**src/rtl/cu_pkg.sv**
```systemverilog
// Shared definitions for the hardwired control unit: state encodings, opcodes,
// ALU function codes, mux selects and the control-bundle payload.
package cu_pkg;

  localparam int unsigned IR_W   = 16;
  localparam int unsigned OP_W   = 4;
  localparam int unsigned REG_W  = 2;
  localparam int unsigned FLAG_W = 4;
  localparam int unsigned FLAG_Z = 3;

  typedef enum logic [2:0] {
    S_RST = 3'd0,
    S_F0  = 3'd1,
    S_F1  = 3'd2,
    S_E0  = 3'd3,
    S_E1  = 3'd4
  } state_t;

  localparam logic [3:0] OP_LDI = 4'h0;
  localparam logic [3:0] OP_LD  = 4'h1;
  localparam logic [3:0] OP_ST  = 4'h2;
  localparam logic [3:0] OP_MOV = 4'h3;
  localparam logic [3:0] OP_ADD = 4'h4;
  localparam logic [3:0] OP_SUB = 4'h5;
  localparam logic [3:0] OP_AND = 4'h6;
  localparam logic [3:0] OP_OR  = 4'h7;
  localparam logic [3:0] OP_XOR = 4'h8;
  localparam logic [3:0] OP_NOT = 4'h9;
  localparam logic [3:0] OP_LSL = 4'hA;
  localparam logic [3:0] OP_LSR = 4'hB;
  localparam logic [3:0] OP_INC = 4'hC;
  localparam logic [3:0] OP_DEC = 4'hD;
  localparam logic [3:0] OP_BRA = 4'hE;
  localparam logic [3:0] OP_BCC = 4'hF;

  localparam logic [3:0] ALU_PASS_A = 4'b0000;
  localparam logic [3:0] ALU_NOT    = 4'b0010;
  localparam logic [3:0] ALU_ADD    = 4'b0100;
  localparam logic [3:0] ALU_SUB    = 4'b0101;
  localparam logic [3:0] ALU_AND    = 4'b0111;
  localparam logic [3:0] ALU_OR     = 4'b1000;
  localparam logic [3:0] ALU_XOR    = 4'b1010;
  localparam logic [3:0] ALU_LSL    = 4'b1011;
  localparam logic [3:0] ALU_LSR    = 4'b1100;

  localparam logic [1:0] MUX_ALU = 2'b00;
  localparam logic [1:0] MUX_MEM = 2'b01;
  localparam logic [1:0] MUX_IR  = 2'b10;

  localparam logic [1:0] FUN_CLEAR = 2'b00;
  localparam logic [1:0] FUN_LOAD  = 2'b01;
  localparam logic [1:0] FUN_DEC   = 2'b10;
  localparam logic [1:0] FUN_INC   = 2'b11;

  localparam logic [1:0] ARF_AR = 2'd0;
  localparam logic [1:0] ARF_PC = 2'd3;

  localparam logic [3:0] EN_NONE    = 4'b1111;
  localparam logic [3:0] EN_ALL     = 4'b0000;
  localparam logic [3:0] ARF_EN_PC  = 4'b1110;
  localparam logic [3:0] ARF_EN_AR  = 4'b1101;
  localparam logic [3:0] ARF_EN_RST = 4'b1000;

  localparam logic [2:0] RF_SEL_BASE = 3'd4;

  typedef struct packed {
    logic [2:0] rf_outa_sel;
    logic [2:0] rf_outb_sel;
    logic [1:0] rf_fun_sel;
    logic [3:0] rf_rsel;
    logic [3:0] rf_tsel;
    logic [3:0] alu_fun_sel;
    logic [1:0] arf_outc_sel;
    logic [1:0] arf_outd_sel;
    logic [1:0] arf_fun_sel;
    logic [3:0] arf_reg_sel;
    logic       ir_lh;
    logic       ir_enable;
    logic [1:0] ir_funsel;
    logic       mem_wr;
    logic       mem_cs;
    logic [1:0] mux_a_sel;
    logic [1:0] mux_b_sel;
    logic       mux_c_sel;
  } ctrl_t;

  // Idle bundle: nothing enabled, memory deselected, all selects zero.
  function automatic ctrl_t ctrl_default();
    ctrl_t c;
    c              = '0;
    c.rf_rsel      = EN_NONE;
    c.rf_tsel      = EN_NONE;
    c.arf_reg_sel  = EN_NONE;
    c.mem_cs       = 1'b1;
    c.mem_wr       = 1'b0;
    c.ir_enable    = 1'b0;
    return c;
  endfunction

  // Register field n (0..3) addresses Rn+1, which the RF reads at select 4+n.
  function automatic logic [2:0] rf_sel(input logic [REG_W-1:0] idx);
    return RF_SEL_BASE + 3'(idx);
  endfunction

  function automatic logic [3:0] rf_en(input logic [REG_W-1:0] idx);
    return ~(4'b0001 << idx);
  endfunction

  function automatic logic [3:0] alu_code(input logic [OP_W-1:0] op);
    logic [3:0] code;
    case (op)
      OP_ADD:  code = ALU_ADD;
      OP_SUB:  code = ALU_SUB;
      OP_AND:  code = ALU_AND;
      OP_OR:   code = ALU_OR;
      OP_XOR:  code = ALU_XOR;
      OP_NOT:  code = ALU_NOT;
      OP_LSL:  code = ALU_LSL;
      OP_LSR:  code = ALU_LSR;
      default: code = ALU_PASS_A;
    endcase
    return code;
  endfunction

endpackage

```
**src/rtl/cu_decoder.sv**
```systemverilog
// Combinational output decode: maps the current state and instruction fields
// to the full datapath control bundle.
module cu_decoder
  import cu_pkg::*;
(
  input  state_t           state,
  input  logic [OP_W-1:0]  op,
  input  logic [REG_W-1:0] dst,
  input  logic [REG_W-1:0] src,
  input  logic             cond_ne,
  input  logic             z,
  output ctrl_t            ctrl
);

  logic branch_taken;

  // IR[11] picks BNE over BEQ.
  assign branch_taken = cond_ne ? ~z : z;

  always_comb begin
    ctrl = ctrl_default();
    case (state)
      S_RST: begin
        ctrl.rf_fun_sel  = FUN_CLEAR;
        ctrl.rf_rsel     = EN_ALL;
        ctrl.rf_tsel     = EN_ALL;
        ctrl.arf_fun_sel = FUN_CLEAR;
        ctrl.arf_reg_sel = ARF_EN_RST;
      end

      S_F0, S_F1: begin
        ctrl.arf_outd_sel = ARF_PC;
        ctrl.mem_cs       = 1'b0;
        ctrl.mem_wr       = 1'b0;
        ctrl.ir_enable    = 1'b1;
        ctrl.ir_funsel    = FUN_LOAD;
        ctrl.ir_lh        = (state == S_F1);
        ctrl.arf_reg_sel  = ARF_EN_PC;
        ctrl.arf_fun_sel  = FUN_INC;
      end

      S_E0: begin
        case (op)
          OP_LDI: begin
            ctrl.mux_a_sel  = MUX_IR;
            ctrl.rf_fun_sel = FUN_LOAD;
            ctrl.rf_rsel    = rf_en(dst);
          end
          OP_LD, OP_ST: begin
            ctrl.mux_b_sel   = MUX_IR;
            ctrl.arf_reg_sel = ARF_EN_AR;
            ctrl.arf_fun_sel = FUN_LOAD;
          end
          OP_MOV: begin
            ctrl.rf_outa_sel = rf_sel(src);
            ctrl.mux_c_sel   = 1'b1;
            ctrl.alu_fun_sel = ALU_PASS_A;
            ctrl.mux_a_sel   = MUX_ALU;
            ctrl.rf_fun_sel  = FUN_LOAD;
            ctrl.rf_rsel     = rf_en(dst);
          end
          OP_ADD, OP_SUB, OP_AND, OP_OR, OP_XOR: begin
            ctrl.rf_outa_sel = rf_sel(dst);
            ctrl.rf_outb_sel = rf_sel(src);
            ctrl.mux_c_sel   = 1'b1;
            ctrl.alu_fun_sel = alu_code(op);
            ctrl.mux_a_sel   = MUX_ALU;
            ctrl.rf_fun_sel  = FUN_LOAD;
            ctrl.rf_rsel     = rf_en(dst);
          end
          OP_NOT, OP_LSL, OP_LSR: begin
            ctrl.rf_outa_sel = rf_sel(src);
            ctrl.mux_c_sel   = 1'b1;
            ctrl.alu_fun_sel = alu_code(op);
            ctrl.mux_a_sel   = MUX_ALU;
            ctrl.rf_fun_sel  = FUN_LOAD;
            ctrl.rf_rsel     = rf_en(dst);
          end
          OP_INC, OP_DEC: begin
            ctrl.rf_fun_sel = (op == OP_INC) ? FUN_INC : FUN_DEC;
            ctrl.rf_rsel    = rf_en(dst);
          end
          OP_BRA: begin
            ctrl.mux_b_sel   = MUX_IR;
            ctrl.arf_reg_sel = ARF_EN_PC;
            ctrl.arf_fun_sel = FUN_LOAD;
          end
          OP_BCC: begin
            if (branch_taken) begin
              ctrl.mux_b_sel   = MUX_IR;
              ctrl.arf_reg_sel = ARF_EN_PC;
              ctrl.arf_fun_sel = FUN_LOAD;
            end
          end
          default: ;
        endcase
      end

      // Second execute cycle: memory access through AR.
      S_E1: begin
        if (op == OP_LD) begin
          ctrl.arf_outd_sel = ARF_AR;
          ctrl.mem_cs       = 1'b0;
          ctrl.mux_a_sel    = MUX_MEM;
          ctrl.rf_fun_sel   = FUN_LOAD;
          ctrl.rf_rsel      = rf_en(dst);
        end else if (op == OP_ST) begin
          ctrl.arf_outd_sel = ARF_AR;
          ctrl.rf_outa_sel  = rf_sel(src);
          ctrl.mux_c_sel    = 1'b1;
          ctrl.alu_fun_sel  = ALU_PASS_A;
          ctrl.mem_cs       = 1'b0;
          ctrl.mem_wr       = 1'b1;
        end
      end

      default: ;
    endcase
  end

endmodule

```
**src/rtl/control_unit.sv**
```systemverilog
// Hardwired sequencer for the ALU_System datapath: two-byte fetch, then one
// or two execute cycles. Outputs are a combinational decode of the state.
module control_unit
  import cu_pkg::*;
(
  input  logic              Clock,
  input  logic              Reset,
  input  logic [IR_W-1:0]   IROut,
  input  logic [FLAG_W-1:0] ALUOutFlag,
  output logic [2:0]        RF_OutASel,
  output logic [2:0]        RF_OutBSel,
  output logic [1:0]        RF_FunSel,
  output logic [3:0]        RF_RSel,
  output logic [3:0]        RF_TSel,
  output logic [3:0]        ALU_FunSel,
  output logic [1:0]        ARF_OutCSel,
  output logic [1:0]        ARF_OutDSel,
  output logic [1:0]        ARF_FunSel,
  output logic [3:0]        ARF_RegSel,
  output logic              IR_LH,
  output logic              IR_Enable,
  output logic [1:0]        IR_Funsel,
  output logic              Mem_WR,
  output logic              Mem_CS,
  output logic [1:0]        MuxASel,
  output logic [1:0]        MuxBSel,
  output logic              MuxCSel,
  output logic [2:0]        State
);

  state_t          state;
  state_t          state_nxt;
  ctrl_t           ctrl;
  logic [OP_W-1:0] op;
  logic            unused_bits;

  assign op          = IROut[15:12];
  // The address byte goes straight to the datapath; C/N/O are never branched on.
  assign unused_bits = ^{IROut[7:0], ALUOutFlag[2:0]};

  always_ff @(posedge Clock or posedge Reset) begin
    if (Reset) state <= S_RST;
    else       state <= state_nxt;
  end

  always_comb begin
    state_nxt = state;
    case (state)
      S_RST:   state_nxt = S_F0;
      S_F0:    state_nxt = S_F1;
      S_F1:    state_nxt = S_E0;
      S_E0:    state_nxt = (op == OP_LD || op == OP_ST) ? S_E1 : S_F0;
      S_E1:    state_nxt = S_F0;
      default: state_nxt = S_RST;
    endcase
  end

  cu_decoder u_decoder (
    .state   (state),
    .op      (op),
    .dst     (IROut[11:10]),
    .src     (IROut[9:8]),
    .cond_ne (IROut[11]),
    .z       (ALUOutFlag[FLAG_Z]),
    .ctrl    (ctrl)
  );

  assign RF_OutASel  = ctrl.rf_outa_sel;
  assign RF_OutBSel  = ctrl.rf_outb_sel;
  assign RF_FunSel   = ctrl.rf_fun_sel;
  assign RF_RSel     = ctrl.rf_rsel;
  assign RF_TSel     = ctrl.rf_tsel;
  assign ALU_FunSel  = ctrl.alu_fun_sel;
  assign ARF_OutCSel = ctrl.arf_outc_sel;
  assign ARF_OutDSel = ctrl.arf_outd_sel;
  assign ARF_FunSel  = ctrl.arf_fun_sel;
  assign ARF_RegSel  = ctrl.arf_reg_sel;
  assign IR_LH       = ctrl.ir_lh;
  assign IR_Enable   = ctrl.ir_enable;
  assign IR_Funsel   = ctrl.ir_funsel;
  assign Mem_WR      = ctrl.mem_wr;
  assign Mem_CS      = ctrl.mem_cs;
  assign MuxASel     = ctrl.mux_a_sel;
  assign MuxBSel     = ctrl.mux_b_sel;
  assign MuxCSel     = ctrl.mux_c_sel;
  assign State       = state;

endmodule

```
**config.mk**
```make
export PLATFORM = sky130hd
export DESIGN_NAME = control_unit
export DESIGN_NICKNAME = d
export VERILOG_FILES = /design/src/rtl/cu_pkg.sv /design/src/rtl/cu_decoder.sv /design/src/rtl/control_unit.sv
export SDC_FILE = /design/constraint.sdc
export NUM_CORES = 1
export LEC_CHECK = 0
export CORE_MARGIN = 4
export CORE_UTILIZATION = 33
export CTS_BUF_LIST = sky130_fd_sc_hd__clkbuf_8
export DETAILED_ROUTE_END_ITERATION = 12
export GPL_TIMING_DRIVEN = 0
export PLACE_DENSITY = 0.92
export SYNTH_ARGS = -nofsm -noshare
export SYNTH_HDL_FRONTEND = slang
export SYNTH_HIERARCHICAL = 1
export SYNTH_SLANG_ARGS = --single-unit
export TNS_END_PERCENT = 5
```
**constraint.sdc**
```tcl
create_clock -name Clock -period 3.2 [get_ports Clock]
set_input_delay 0.8 -clock Clock [delete_from_list [all_inputs] [get_ports Clock]]
set_output_delay 0.8 -clock Clock [all_outputs]
set_load 0.02 [all_outputs]
```
# [Word level (Yosys, flattened, before mapping)]
# Memories as Yosys holds them, arrays and structs flattened.
# Cells that the tools add are included.
[totals] reg_bits=3 romBits=128 in_bits=22 output_inout_bits=44 word_cells=75 n_memories=2
[op_classes] addsub=2 eq_ne=19 n_shift=1 mux=35 bitwise_logic=2 reduce_logical=13
[memory_table] name="(name not given)" depth=16 width=4 rd=1 rd_ports_with_merged_regs=0 wr=0 line="cu_pkg.sv:111" text="case (op)"
[memory_table] name="(name not given)" depth=16 width=4 rd=1 rd_ports_with_merged_regs=0 wr=0 line="cu_pkg.sv:111"
[op_table] cell="$pmux 6 s3" n=2
[op_table] cell="$eq 4x4->1 const B" n=8
[op_table] cell="$eq 4x3->1 const B" n=4
[op_table] cell="$mux 3" n=5
[op_table] cell="$pmux 5 s3" n=1
[op_table] cell="$mux 4" n=3
[op_table] cell="$pmux 2 s2" n=3
[op_table] cell="$pmux 3 s2" n=2
[op_table] cell="$pmux 3 s4" n=1
[op_table] cell="$pmux 6 s2" n=1
[op_table] cell="$mux 2" n=5
[op_table] cell="$mux 5" n=2
[op_table] cell="$reduce_or 10->1" n=1
[op_table] cell="$reduce_or 9->1" n=1
[op_table] cell="$eq 4x2->1 const B" n=2
[op_table] cell="$mux 1" n=8
[op_table] cell="$pmux 4 s2" n=1
[op_table] cell="$reduce_or 2->1" n=4
[op_table] cell="$add 3x2->3 const A" n=2
[op_table] cell="$eq 3x2->1 const B" n=2
[op_table] cell="$reduce_or 3->1" n=2
[op_table] cell="$reduce_or 5->1" n=1
[op_table] cell="$eq 4x1->1 const B" n=1
[op_table] cell="$logic_not 4->1" n=1
[op_table] cell="other kinds (9)" n=9

# [Depth between registers and ports, before layout]
[depth] ltp_word=5 mapped_depth=6

# [By module]
# Netlist, hierarchy kept.
[by_module_without_submodules] module="cu_decoder" n_inst=1 cells_each=101 area_each_um2=634.4 seq_area_each_um2=0.0
[by_module_without_submodules] module="control_unit" n_inst=1 cells_each=11 area_each_um2=141.4 seq_area_each_um2=75.1

# [Least setup slack after synthesis]
# No wires, ideal clock.
[synth_timing] path_type="input to output" from="input IROut[13]" to="output RF_OutASel[0]" arrival_ps=2165 setup_slack_ps=235 path_stages=6 n_path_buf=0 path_cell_list="inv_1 -> ha_1 -> or4_4 -> a22oi_2 -> nor2_2 -> a22o_1"
[synth_between] elab_chain_len=4 word_cells_on_any_way=17 cone_classes="11 x eq/ne; 4 x mux; 2 x reduce/logical"
[synth_rtl] item="start: declaration" line="control_unit.sv:8" text="input logic [IR_W-1:0] IROut,"
[synth_rtl] item="$eq 4x3->1, or another cell as far along" line="cu_decoder.sv:43" text="case (op)"
[synth_rtl] item="$reduce_or 5->1, or another cell as far along" line="cu_decoder.sv:43"
[synth_rtl] item="$pmux 3 s2 / $mux 3 (equally long branches)" line="cu_decoder.sv:43, cu_decoder.sv:101"
[synth_rtl] item="$pmux 3 s2 *" line="cu_decoder.sv:22" text="case (state)"
[synth_rtl] item="end: declaration" line="control_unit.sv:10" text="output logic [2:0] RF_OutASel,"
# Every way passes the cells marked *; elsewhere a longest branch is shown, timed or not.

# [Worst setup path after layout]
[layout_timing] from="input IROut[12]" to="output RF_OutBSel[1]"
[layout_between] elab_chain_len=4 word_cells_on_any_way=8 cone_classes="5 x eq/ne; 2 x mux; 1 x reduce/logical"
[layout_rtl] item="$eq 4x3->1 / $eq 4x4->1 (equally long branches)" line="cu_decoder.sv:43"
[layout_rtl] item="$reduce_or 5->1 *" line="cu_decoder.sv:43"
[layout_rtl] item="$mux 3 *" line="cu_decoder.sv:43"
[layout_rtl] item="$mux 3 *" line="cu_decoder.sv:22"
[layout_rtl] item="end: declaration" line="control_unit.sv:11" text="output logic [2:0] RF_OutBSel,"
# Marks and branches as above.

==> reports/results.tsv <==
metric	value	unit
status	complete, but fails checks	
failing checks	setup timing	
asr flop ratio synth	1.00	
critical path class	in2out	
power per cell area	882	nW/um^2
Die Height	56.5	um
Final Cell Area	1320	um^2
DR pass1 iterations	4	
diodes inserted	0	
Post-CTS Setup Bufs	0	
EDFF count, synth	0	
cell taking the most area after synthesis	buf_4	
WL final	2660	um
RSZ-0062 raised after global routing	yes	
Worst path slowest cell	or4_4	
initial antenna violation count	0	
total track usage	0.166	
#FFs+latches synth	3	
Setup crit end kind	output pin	
worst flop-to-flop path startpoint	State[0]	
Net Switching	0.582	mW
worst min-delay path startpoint	State[2]	
synth cell count leaders	nor2_1 (17), buf_4 (11), nand3_1 (9)	
row cnt	17	
vias per cell	5.06	
most common cell in the netlist	nor2_1	
Nets	197	
WL per Instance	13.5	um
chip width	56.5	um
power consumption	1.16	mW
Critical Path End	RF_OutBSel[1]	
fraction of layout cells with a size suffix above 1	0.274	
worst path bufs/invs	2	
DRT antenna net count	0	
post-synthesis sequential area ratio	0.0968	
DRC Markers	0	
GPL Wtd Cong	0.855	
post-placement cell area	1310	um^2
final critical-path required period	3.22	ns
Final Hold Viols	0	
family with the most delay on the worst path	simple AND/OR/NAND/NOR gates	
total CTS buffers	3	
top cell type's share of synthesized area	0.106	
final hold slack	0.522	ns
critical path arrival	2.42	ns
# IOs	66	
mean post-synth cell area	6.93	um^2
# placed instances	192	
hpwl dp	2060	um
worst skew pair latency	0.22	ns
setup violators final	1	
# hold bufs at CTS	0	
Critical Path Start	IROut[12]	
Slew Limit Fails	0	
Initial Util	0.347	
Clock Sink Count	3	
Layout area overhead	70.2	%
CTS tree	yes	
Largest register FFs	3	
critical-path cell list	buf_4 -> ha_2 -> or4_4 -> a22oi_2 -> nor2_2 -> and2_1 -> clkdlybuf4s15_2	
global-route wire length before repair	4430	um
Max Root-Sink Buffers	2	
root buf cell	clkbuf_8	
port buffer count	49	
Cell variety after synth	41	
largest net degree at the start of global routing	12	
slack of the critical path	-0.0178	ns
Via Count	991	
Post-Syn Area	776	um^2
clock skew	0.00260	ns
FMAX	311	MHz
worst reg2reg path endpoint	State[2]	
sw frac	0.500	
Setup TNS Final	-0.0178	ns
Hold WC Path Type	reg2reg	
Congestion Overflow GR	0	
slowest stage delay, CP	0.58	ns
Crit path depth	7	
vias in the first global route	1025	
hold path depth	1	
clk slew on worst S/H paths	0.03	ns
clock power share	0.091	
drt initial violations	24	
max cap viols	0	
Startpoint Class	input pin	
Max rail drop VDD	0.695	mV
Final period util	1.01	
ys flop type	dfrtp_1	
R2R Setup Slk	2.04	ns
H-tree depth	1	
R2R depth	2	
Final Non-Filler Cells	196	
power share of the sequential group	0.072	
Comb pwr share	0.837	
internal power	0.582	mW
CP required	2.40	ns
highest net fanout along the worst path	7	
Leak	0.619	nW
warnings from Yosys	6	
largest cells by area after synthesis	buf_4 (11%), dfrtp_1 (9.7%), ha_1 (9.7%)	
Syn Inst Count	112	
Core Area	2230	um^2
die area	3190	um^2
-- power by group through the flow --
stage	sequential (mW)	combinational (mW)	clock [mW]
finish	0.0837	0.974	0.106
global route	0.0881	1.03	0.111
CTS	0.0838	0.997	0.110
detailed placement	0.0837	1.04	0
global placement	0.0813	1.01	0
floorplan	0.0948	0.575	0
-- cell type report --
type,instances,area (um^2)
clock inverters,1,3.75
well taps,28,35.0
inverters,7,26.3
clock buffers,3,41.3
plain buffers,13,90.1
fillers,226,913
repair buffers,49,420
flip-flops and latches,3,75.1
multi-input cells,92,628
-- cells by family (layout without fill, tap and decap cells) --
family                   Yosys count  count (layout)  share of synthesized area
AO/OA/AOI/OAI                     25              25                      0.219
XOR/XNOR                           4               4                     0.0452
adder cells (fa/ha/maj)            6               6                     0.0968
buffers and inverters             20              73                      0.150
flip-flops                         3               3                     0.0968
multiplexers                       1               1                     0.0129
other                              2               5                    0.00968
AND/OR/NAND/NOR                   51              51                      0.369
-- layout by cell type, fill, tap and decap left out, types with 4 or more instances in the layout --
cell	Yosys	layout
clkdlybuf4s50_1	0	24
nor2_1	17	16
buf_4	11	12
dlygate4sd2_1	0	8
inv_1	7	7
nand3_1	9	7
a21oi_1	7	7
clkbuf_2	0	6
buf_2	0	6
conb_1	2	5
o21ai_0	4	4
-- worst min path at each step --
stage / endpoint
2_1_floorplan: State[0]
3_3_place_gp: State[1]
6_report: State[1]
4_1_cts: State[1]
3_5_place_dp: State[1]
5_1_grt: State[1]
-- per-layer routing --
metal,track usage,up-vias,wire length (um)
met4,0.0712,0,21
met2,0.314,42,1400
li1,-,487,-
met5,0,-,0
met1,0.180,458,1050
met3,0.0230,4,177
-- metrics by stage --
| stage | utilization | worst slack, ns |
|---|---|---|
| 2_1_floorplan | - | 0.235 |
| 3_3_place_gp | 0.588 | -0.927 |
| 3_5_place_dp | 0.588 | -1.00 |
| 4_1_cts | 0.606 | -0.0188 |
| 5_1_grt | 0.591 | -0.0691 |
| 6_report | 0.591 | -0.0178 |
-- repair_timing --
| action | in CTS | in global routing |
|---|---|---|
| pin swaps | 1 | 0 |
| gates resized for setup | 63 | 14 |
| setup endpoints to repair | 25 | 16 |
(Power assumes the default switching activity.)
